===== config.mk =====
export PLATFORM = sky130hd
export DESIGN_NAME = seq_posi_arbiter
export DESIGN_NICKNAME = d
export VERILOG_FILES = /design/src/rtl/seq_posi_arbiter.sv
export SDC_FILE = /design/constraint.sdc
export NUM_CORES = 1
export LEC_CHECK = 0
export BUFFER_PORTS_ARGS = -buffer_cell sky130_fd_sc_hd__buf_2
export CORE_ASPECT_RATIO = 0.9
export CORE_UTILIZATION = 45
export CTS_BUF_LIST = sky130_fd_sc_hd__clkbuf_8
export CTS_CLUSTER_DIAMETER = 100
export CTS_CLUSTER_SIZE = 25
export DETAILED_ROUTE_END_ITERATION = 8
export PLACE_DENSITY = 0.83
export SETUP_SLACK_MARGIN = 0.5
export SLEW_MARGIN = 20
export SYNTH_ARGS = -nofsm -noshare
export SYNTH_HDL_FRONTEND = slang
export SYNTH_SLANG_ARGS = --single-unit

===== constraint.sdc =====
create_clock -name clk -period 2.9 [get_ports clk]
set_clock_uncertainty 0.05 [all_clocks]
set_input_delay 0.145 -clock clk [delete_from_list [all_inputs] [get_ports clk]]
set_output_delay 0.145 -clock clk [all_outputs]
set_load 0.01 [all_outputs]

===== src/rtl/seq_posi_arbiter.sv =====
// seq_posi_arbiter: arbitrates NREQ requesters onto one fixed-latency position-detect engine.
// Define SEQ_ARB_FIXED_PRIO_EN for lowest-index-wins priority; round-robin otherwise.
module seq_posi_arbiter #(
  parameter int NREQ    = 4,
  parameter int IDW     = 2,
  parameter int ENG_LAT = 2
) (
  input  logic                 clk,
  input  logic                 rst_n,
  input  logic [NREQ-1:0]      req_valid,
  input  logic [NREQ*32-1:0]   req_seq,
  output logic [NREQ-1:0]      req_ready,
  output logic [31:0]          eng_seq,
  input  logic [5:0]           eng_posi,
  output logic                 rsp_valid,
  input  logic                 rsp_ready,
  output logic [IDW-1:0]       rsp_id,
  output logic [5:0]           rsp_posi
);

  localparam int SW = IDW + 1;

  typedef enum logic [1:0] {
    IDLE = 2'd0,
    BUSY = 2'd1,
    RESP = 2'd2
  } state_t;

  state_t          state;
  state_t          state_nx;
  logic [3:0]      cnt;
  logic [3:0]      cnt_nx;
  logic [IDW-1:0]  search_start;
  logic [IDW-1:0]  grant_idx;
  logic            grant_any;
  logic [NREQ-1:0] grant_oh;
  logic [31:0]     grant_word;
  logic            accept;
  logic            capture;

  // First set bit of vld searched upward from start, wrapping modulo NREQ; returns {found, idx}.
  function automatic logic [IDW:0] pick_first(input logic [NREQ-1:0] vld,
                                              input logic [IDW-1:0]  start);
    logic           found;
    logic [IDW-1:0] idx;
    logic [SW-1:0]  pos;
    found = 1'b0;
    idx   = '0;
    for (int k = 0; k < NREQ; k++) begin
      pos = {1'b0, start} + SW'(k);
      if (pos >= SW'(NREQ)) begin
        pos = pos - SW'(NREQ);
      end else begin
        pos = pos;
      end
      for (int j = 0; j < NREQ; j++) begin
        if (!found && vld[j] && (pos == SW'(j))) begin
          found = 1'b1;
          idx   = IDW'(j);
        end else begin
          found = found;
        end
      end
    end
    return {found, idx};
  endfunction

  // Grant selection: winner index, its one-hot and its request word.
  always_comb begin
    {grant_any, grant_idx} = pick_first(req_valid, search_start);
    grant_oh   = '0;
    grant_word = 32'd0;
    for (int j = 0; j < NREQ; j++) begin
      if (grant_idx == IDW'(j)) begin
        grant_oh[j] = 1'b1;
        grant_word  = req_seq[j*32 +: 32];
      end else begin
        grant_oh[j] = 1'b0;
      end
    end
  end

`ifdef SEQ_ARB_FIXED_PRIO_EN
  assign search_start = '0;
`else
  logic [IDW-1:0] rr_ptr;
  logic [IDW-1:0] grant_next;

  // Pointer advance past the winner, wrapping at NREQ.
  always_comb begin
    if (grant_idx == IDW'(NREQ - 1)) begin
      grant_next = '0;
    end else begin
      grant_next = grant_idx + IDW'(1);
    end
  end

  // Round-robin pointer register.
  always_ff @(posedge clk or negedge rst_n) begin
    if (!rst_n) begin
      rr_ptr <= '0;
    end else if (accept) begin
      rr_ptr <= grant_next;
    end else begin
      rr_ptr <= rr_ptr;
    end
  end

  assign search_start = rr_ptr;
`endif

  // Next-state, latency counter and handshake decode.
  always_comb begin
    state_nx  = state;
    cnt_nx    = cnt;
    accept    = 1'b0;
    capture   = 1'b0;
    req_ready = '0;
    case (state)
      IDLE: begin
        if (grant_any) begin
          accept    = 1'b1;
          // ready is forced low while reset is asserted
          req_ready = rst_n ? grant_oh : '0;
          cnt_nx    = 4'(ENG_LAT);
          state_nx  = BUSY;
        end else begin
          state_nx = IDLE;
        end
      end
      BUSY: begin
        cnt_nx = cnt - 4'd1;
        if (cnt <= 4'd1) begin
          capture  = 1'b1;
          state_nx = RESP;
        end else begin
          state_nx = BUSY;
        end
      end
      RESP: begin
        if (rsp_ready) begin
          state_nx = IDLE;
        end else begin
          state_nx = RESP;
        end
      end
      default: begin
        state_nx = IDLE;
        cnt_nx   = 4'd0;
      end
    endcase
  end

  // State, counter and output registers.
  always_ff @(posedge clk or negedge rst_n) begin
    if (!rst_n) begin
      state     <= IDLE;
      cnt       <= 4'd0;
      eng_seq   <= 32'd0;
      rsp_id    <= '0;
      rsp_posi  <= 6'd0;
      rsp_valid <= 1'b0;
    end else begin
      state <= state_nx;
      cnt   <= cnt_nx;
      if (accept) begin
        eng_seq <= grant_word;
        rsp_id  <= grant_idx;
      end else begin
        eng_seq <= eng_seq;
        rsp_id  <= rsp_id;
      end
      if (capture) begin
        rsp_posi  <= eng_posi;
        rsp_valid <= 1'b1;
      end else if ((state == RESP) && rsp_ready) begin
        rsp_posi  <= rsp_posi;
        rsp_valid <= 1'b0;
      end else begin
        rsp_posi  <= rsp_posi;
        rsp_valid <= rsp_valid;
      end
    end
  end

endmodule


==> results.txt, run 1 <==
met2 WL post-DR - 5190 µm
WHS - 0.0158 ns
CP cell instances - nor2b_2 > nor3b_2 > o22ai_2 > buf_4 > ha_4 > nor2b_4 > buf_4 > a221oi_1 > a211o_1 > a21oi_1
reg2reg path depth - 10
Die Wd - 88.4 µm
clock-pin transition on the worst setup and hold timing paths - 0.10 ns
final WL - 10200 µm
1st-iter DRT viols - 152
r2r setup slk - 0.48 ns
vias in the first global route - 3157
root buffer cell - clkbuf_8
CP Capture Type - flop
Hold Startpoint - eng_posi[2]
vias - 3386
Seq/Total Area, Yosys - 0.406
fin crit period - 2.42 ns
max cap viols - 0
top routing layer in use - met4
M1 WL - 4190 µm
met3 wire length - 707 µm
Initial DRT Pass Iterations - 4
CP startpoint kind - flop
CP delay by family, top - compound AO/OA/AOI/OAI gates
die area - 7050 µm²
status - complete, no violations
Hold Path Depth - 2
power per cell area - 1050 nW/µm²
post-synth net total - 488
buffers and inverters on the worst path - 2
cell area after layout - 4360 µm²
r2r startpoint - rr_ptr[0]
Clock Path Buffers - 2
area of the multi-input gates - 1610 µm²
CP most frequent cell - buf_4
critical path class - flop to flop
Starting Density - 0.481
I/O pin cnt - 186
Avg Inst Size Synth - 8.86 µm²
Filler cells - 520
Worst EP required - 3.07 ns
Post-synth EDFFs - 0
NumNets Final - 675
asr flop ratio synth - 1.00
Area after DPL - 4010 µm²
placed cell count - 594
site row count - 27
Slew @ Worst Pin - 0.894 ns
Hold Path Sink - rsp_posi[2]
RSZ-0062 raised after global routing - true
max incr delay on CP - 0.44 ns
Power, Total - 4.58 mW
worst path arrival time - 2.59 ns
Routed Antenna Nets - 0
critical path fanouts, max - 9
Syn Inst Count - 341
worst setup margin - 0.484 ns
# DRC - 0
leading cell types in the layout, fill and taps excluded - buf_2, a21oi_1, dfrtp_1
register area - 1230 µm²
Synth Register Bits - 49
most common cell after layout, fill and taps aside - buf_2
cts bufs inserted - 5
Worst VDD drop - 0.000631 V
RePlAce Congestion - 0.817
first-pass GRT wire length - 14400 µm
most used flip-flop cell after synthesis - dfrtp_1
All-Layer GR Usage - 0.267
relative slew slack - 0.404
HP Class - input pin to flop
synthesized area - 3020 µm²
Fmax - 414 MHz
Critical Path Stages - 10
crit path max-delay cell type - dfrtp_1
YS warnings - 0
antenna violations before repair - 0
DP Worst Slack - 0.129 ns
synthesis-to-finish area growth - 44.2%
Final Instance Count excl. Fillers - 616
largest net degree at the start of global routing - 64
TritonCTS Sinks - 49
Hold Fails Final Rpt - 0
Port-buffer cells - 185
Skew-Pair Late Insertion Delay - 0.30 ns
Antenna diodes - 0
DP HPWL - 6760 µm
share of cells above drive strength 1 - 0.491
Final period util - 0.833
core footprint - 6280 µm²
synth unique cells - 33
Final Max Slew Viols - 0
vias per inst - 5.50
Leak - 2.23 nW
total gr overflow - 0
worst r2r dst - eng_seq[0]
Final Util - 0.694
Die H - 79.8 µm
CTS tree - built
setup violators final - 0
Setup TNS - 0 ns
wire per inst - 16.6 µm
CTS H-tree depth - 2
repair_timing:
action                                  CTS  global route
endpoints found under the setup margin   34            34
buffers inserted                          3             8
gates cloned                              0             2
hold endpoints to repair                 22             0
hold buffers                              1             0
resized for setup                         6            21
pin swaps                                 1             3
flip-flops by register name, indices dropped and copies added (netlist names):
| name | flops |
|---|---|
| eng_seq | 32 |
| rsp_posi | 6 |
| cnt | 4 |
| rr_ptr | 2 |
| rsp_id | 2 |
| state | 2 |
| rsp_valid | 1 |
synthesized netlist by cell type, types with 2 or more instances:
cell / number / area (µm²)
dfrtp_1: 49 / 1230
clkbuf_1: 13 / 48.8
a211o_1: 31 / 272
ha_1: 6 / 75.1
buf_4: 4 / 30.0
a21oi_1: 55 / 275
o21ai_1: 3 / 15.0
a21oi_2: 13 / 114
nor3b_1: 2 / 15.0
o22ai_1: 2 / 12.5
nor2_1: 37 / 139
and3_1: 4 / 25.0
nor2b_1: 3 / 18.8
nor3_1: 3 / 15.0
buf_6: 2 / 22.5
a221oi_1: 31 / 272
nand2b_1: 2 / 12.5
mux2_2: 7 / 78.8
buf_1: 2 / 7.51
o21ai_0: 8 / 40.0
nand2_1: 7 / 26.3
inv_1: 38 / 143
buf_2: 9 / 45.0
where the power goes:
part           switching (mW)  internal, mW  leakage (nW)  total, mW
combinational            1.57          1.34          1.63       2.92
clock                   0.239         0.172        0.0445      0.411
sequential              0.221          1.03         0.563       1.25
total                    2.03          2.55          2.23       4.58
how the worst max path moves through the flow:
stage,startpoint,to,slack [ns]
3_5_place_dp,rr_ptr[0],eng_seq[1],0.13
4_1_cts,rr_ptr[1],req_ready[2],0.47
6_report,rr_ptr[0],eng_seq[0],0.48
5_1_grt,rr_ptr[0],eng_seq[0],0.38
3_3_place_gp,rr_ptr[0],eng_seq[1],0.32
2_1_floorplan,rr_ptr[0],eng_seq[11],0.73
layout make-up:
cell class / count / share of cell area
Multi-Input combinational cell: 224 / 0.368
Sequential cell: 49 / 0.282
Timing Repair Buffer: 210 / 0.272
Inverter: 38 / 0.0327
Tap cell: 87 / 0.0250
Clock buffer: 5 / 0.0158
Clock inverter: 3 / 0.00488
cells by family after synthesis:
family / count (synthesis) / synth area share
AO/OA/AOI/OAI: 147 / 0.341
XOR/XNOR: 1 / 0.00290
adder cells (fa/ha/maj): 6 / 0.0248
buffers and inverters: 68 / 0.0981
flip-flops: 49 / 0.406
multiplexers: 7 / 0.0261
AND/OR/NAND/NOR: 63 / 0.102
routing by layer:
layer  vias up  global-route usage
li1       1605                   -
met1      1608               0.324
met2       161               0.482
met3        12              0.0527
met4         0              0.0629
met5         -                   0
No activity file was read; power rests on OpenSTA's default activity.
==> inputs of run 2 (changes only) <==
==> constraint.sdc (replaced) <==
create_clock -name clk -period 2.4 [get_ports clk]
set_clock_uncertainty 0.05 [all_clocks]
set_input_delay 0.12 -clock clk [delete_from_list [all_inputs] [get_ports clk]]
set_output_delay 0.12 -clock clk [all_outputs]
set_load 0.01 [all_outputs]
==> results.txt, run 2 (synthesized netlist as in run 1, its figures left out) <==
reg2reg path depth - 10 (unchanged)
Antenna diodes - 0 (unchanged)
antenna violations before repair - 0 (unchanged)
vias per inst - 5.83 (+6.0%)
core footprint - 6280 µm² (unchanged)
first-pass GRT wire length - 16600 µm (+15%)
DP HPWL - 6900 µm (+2.1%)
Area after DPL - 4070 µm² (+1.6%)
Starting Density - 0.481 (unchanged)
Power, Total - 6.61 mW (+44%)
Routed Antenna Nets - 0 (unchanged)
RePlAce Congestion - 0.894 (+9.4%)
Skew-Pair Late Insertion Delay - 0.30 ns (about the same)
Worst EP required - 2.54 ns (-0.53 ns)
Pint - 3.73 mW (+46%)
RSZ-0062 raised after global routing - true
critical path fanouts, max - 17 (+8)
Final Max Slew Viols - 0 (unchanged)
Largest register FFs - 32 (unchanged)
wire per inst - 18.7 µm (+13%)
combinational share of power - 0.672 (+0.036)
I/O pin cnt - 186 (unchanged)
TritonCTS Sinks - 49 (unchanged)
leading cell types in the layout, fill and taps excluded - buf_2, dfrtp_1, a21oi_2
CP startpoint kind - flop
max cap viols - 0 (unchanged)
root buffer cell - clkbuf_8
DP Worst Slack - 0.0340 ns (-0.0950 ns)
Hold Fails Final Rpt - 0 (unchanged)
Final Util - 0.791 (+0.0974)
CP cell instances - nor2b_4 > nor3b_2 > o22ai_2 > inv_2 > ha_4 > buf_4 > clkbuf_16 > a221oi_1 > a211o_1 > a21oi_1
Fmax - 441 MHz (+6.6%)
worst setup margin - 0.134 ns (-0.349 ns)
setup violators final - 0 (unchanged)
cts bufs inserted - 5 (unchanged)
CTS tree - built
Slew @ Worst Pin - 0.875 ns (-0.0189 ns)
CP Capture Type - flop
vias - 3729 (+10%)
Worst VDD drop - 0.000867 V (+38%)
All-Layer GR Usage - 0.311 (+0.0440)
switching share of power - 0.436 (-0.00727)
# DRC - 0 (unchanged)
Top reg by flops - eng_seq
cell area after layout - 4970 µm² (+14%)
Initial DRT Pass Iterations - 5 (+1)
Setup TNS - 0 ns (unchanged)
Clock Path Buffers - 2 (unchanged)
1st-iter DRT viols - 247 (+63%)
Filler cells - 409 (-21%)
HP Class - input pin to flop
final WL - 12000 µm (+17%)
total gr overflow - 0 (unchanged)
power per cell area - 1330 nW/µm² (+27%)
relative slew slack - 0.415 (+0.0107)
synthesis-to-finish area growth - 64.4%
most common cell after layout, fill and taps aside - buf_2
P_sw - 2.88 mW (+42%)
WHS - 0.0170 ns (+0.00121 ns)
Hold Path Depth - 2 (unchanged)
die area - 7050 µm² (unchanged)
Final period util - 0.944 (+0.111)
largest net degree at the start of global routing - 39 (-39%)
max incr delay on CP - 0.46 ns (+0.02 ns)
NumNets Final - 699 (+3.6%)
fin crit period - 2.27 ns (-0.151 ns)
Die Wd - 88.4 µm (unchanged)
status - complete, no violations
site row count - 27 (unchanged)
CTS H-tree depth - 2 (unchanged)
critical path class - flop to flop
crit path max-delay cell type - dfrtp_2
share of cells above drive strength 1 - 0.577 (+0.0854)
Die H - 79.8 µm (unchanged)
worst path arrival time - 2.41 ns (-0.18 ns)
Reg power frac - 0.233 (-0.041)
Leak - 2.47 nW (+11%)
placed cell count - 595 (+0.17%)
clock-pin transition on the worst setup and hold timing paths - 0.10 ns (about the same)
Final Instance Count excl. Fillers - 640 (+3.9%)
vias in the first global route - 3549 (+12%)
Regs by FF count - eng_seq: 32 flops, rsp_posi: 6 flops, cnt: 4 flops
clock network power share - 0.096 (+0.006)
Port-buffer cells - 185 (unchanged)
==> run 2: area by class of cell <==
type                    instances  area, µm²  share of cell area
repair buffers                234       1550               0.312
well taps                      87        109              0.0219
multi-input cells             224       1820               0.367
clock inverters                 2       37.5             0.00755
inverters                      38        143              0.0287
flip-flops and latches         49       1230               0.247
clock buffers                   6       82.6              0.0166
==> run 2: routing by layer <==
layer	global-route usage	vias to the layer above	wire (µm)	part of all wire
li1	-	1657	-	-
met1	0.369	1786	4570	0.38
met2	0.552	246	6090	0.51
met3	0.0600	40	974	0.081
met4	0.118	0	319	0.027
met5	0	-	0	0
==> run 2: timing repair <==
action | in CTS | in global routing
setup buffers | 15 | 9
hold endpoints to repair | 22 | 0
pin swaps | 7 | 11
resized for setup | 29 | 52
setup endpoints to repair | 36 | 45
gates cloned | 4 | 2
hold buffers | 7 | 0
==> run 2: power groups by stage <==
stage          logic [mW]  registers (mW)  clock network, mW
2_1_floorplan        2.06            1.65                  0
3_3_place_gp         3.05            1.51                  0
3_5_place_dp         3.17            1.53                  0
4_1_cts              3.83            1.51              0.641
5_1_grt              4.73            1.58              0.671
6_report             4.44            1.54              0.632
==> run 2: critical path, delay by kind of cell, from the launching register on <==
kind                     cells  cell delay (ns)
adder cells (fa/ha/maj)      1             0.19
AO/OA/AOI/OAI                4             0.80
AND/OR/NAND/NOR              2             0.22
flip-flops                   1             0.46
buffers and inverters        3             0.42
==> run 2: worst paths after layout <==
check                             from           to  slack [ns]
max                          rr_ptr[0]  eng_seq[22]        0.13
min                        eng_posi[1]  rsp_posi[1]        0.02
max reg2reg                  rr_ptr[0]  eng_seq[22]        0.13
min reg2reg                rsp_posi[2]  rsp_posi[2]        0.46
max in group asynchronous        rst_n  eng_seq[17]        0.71
min in group asynchronous        rst_n    rr_ptr[1]        0.43
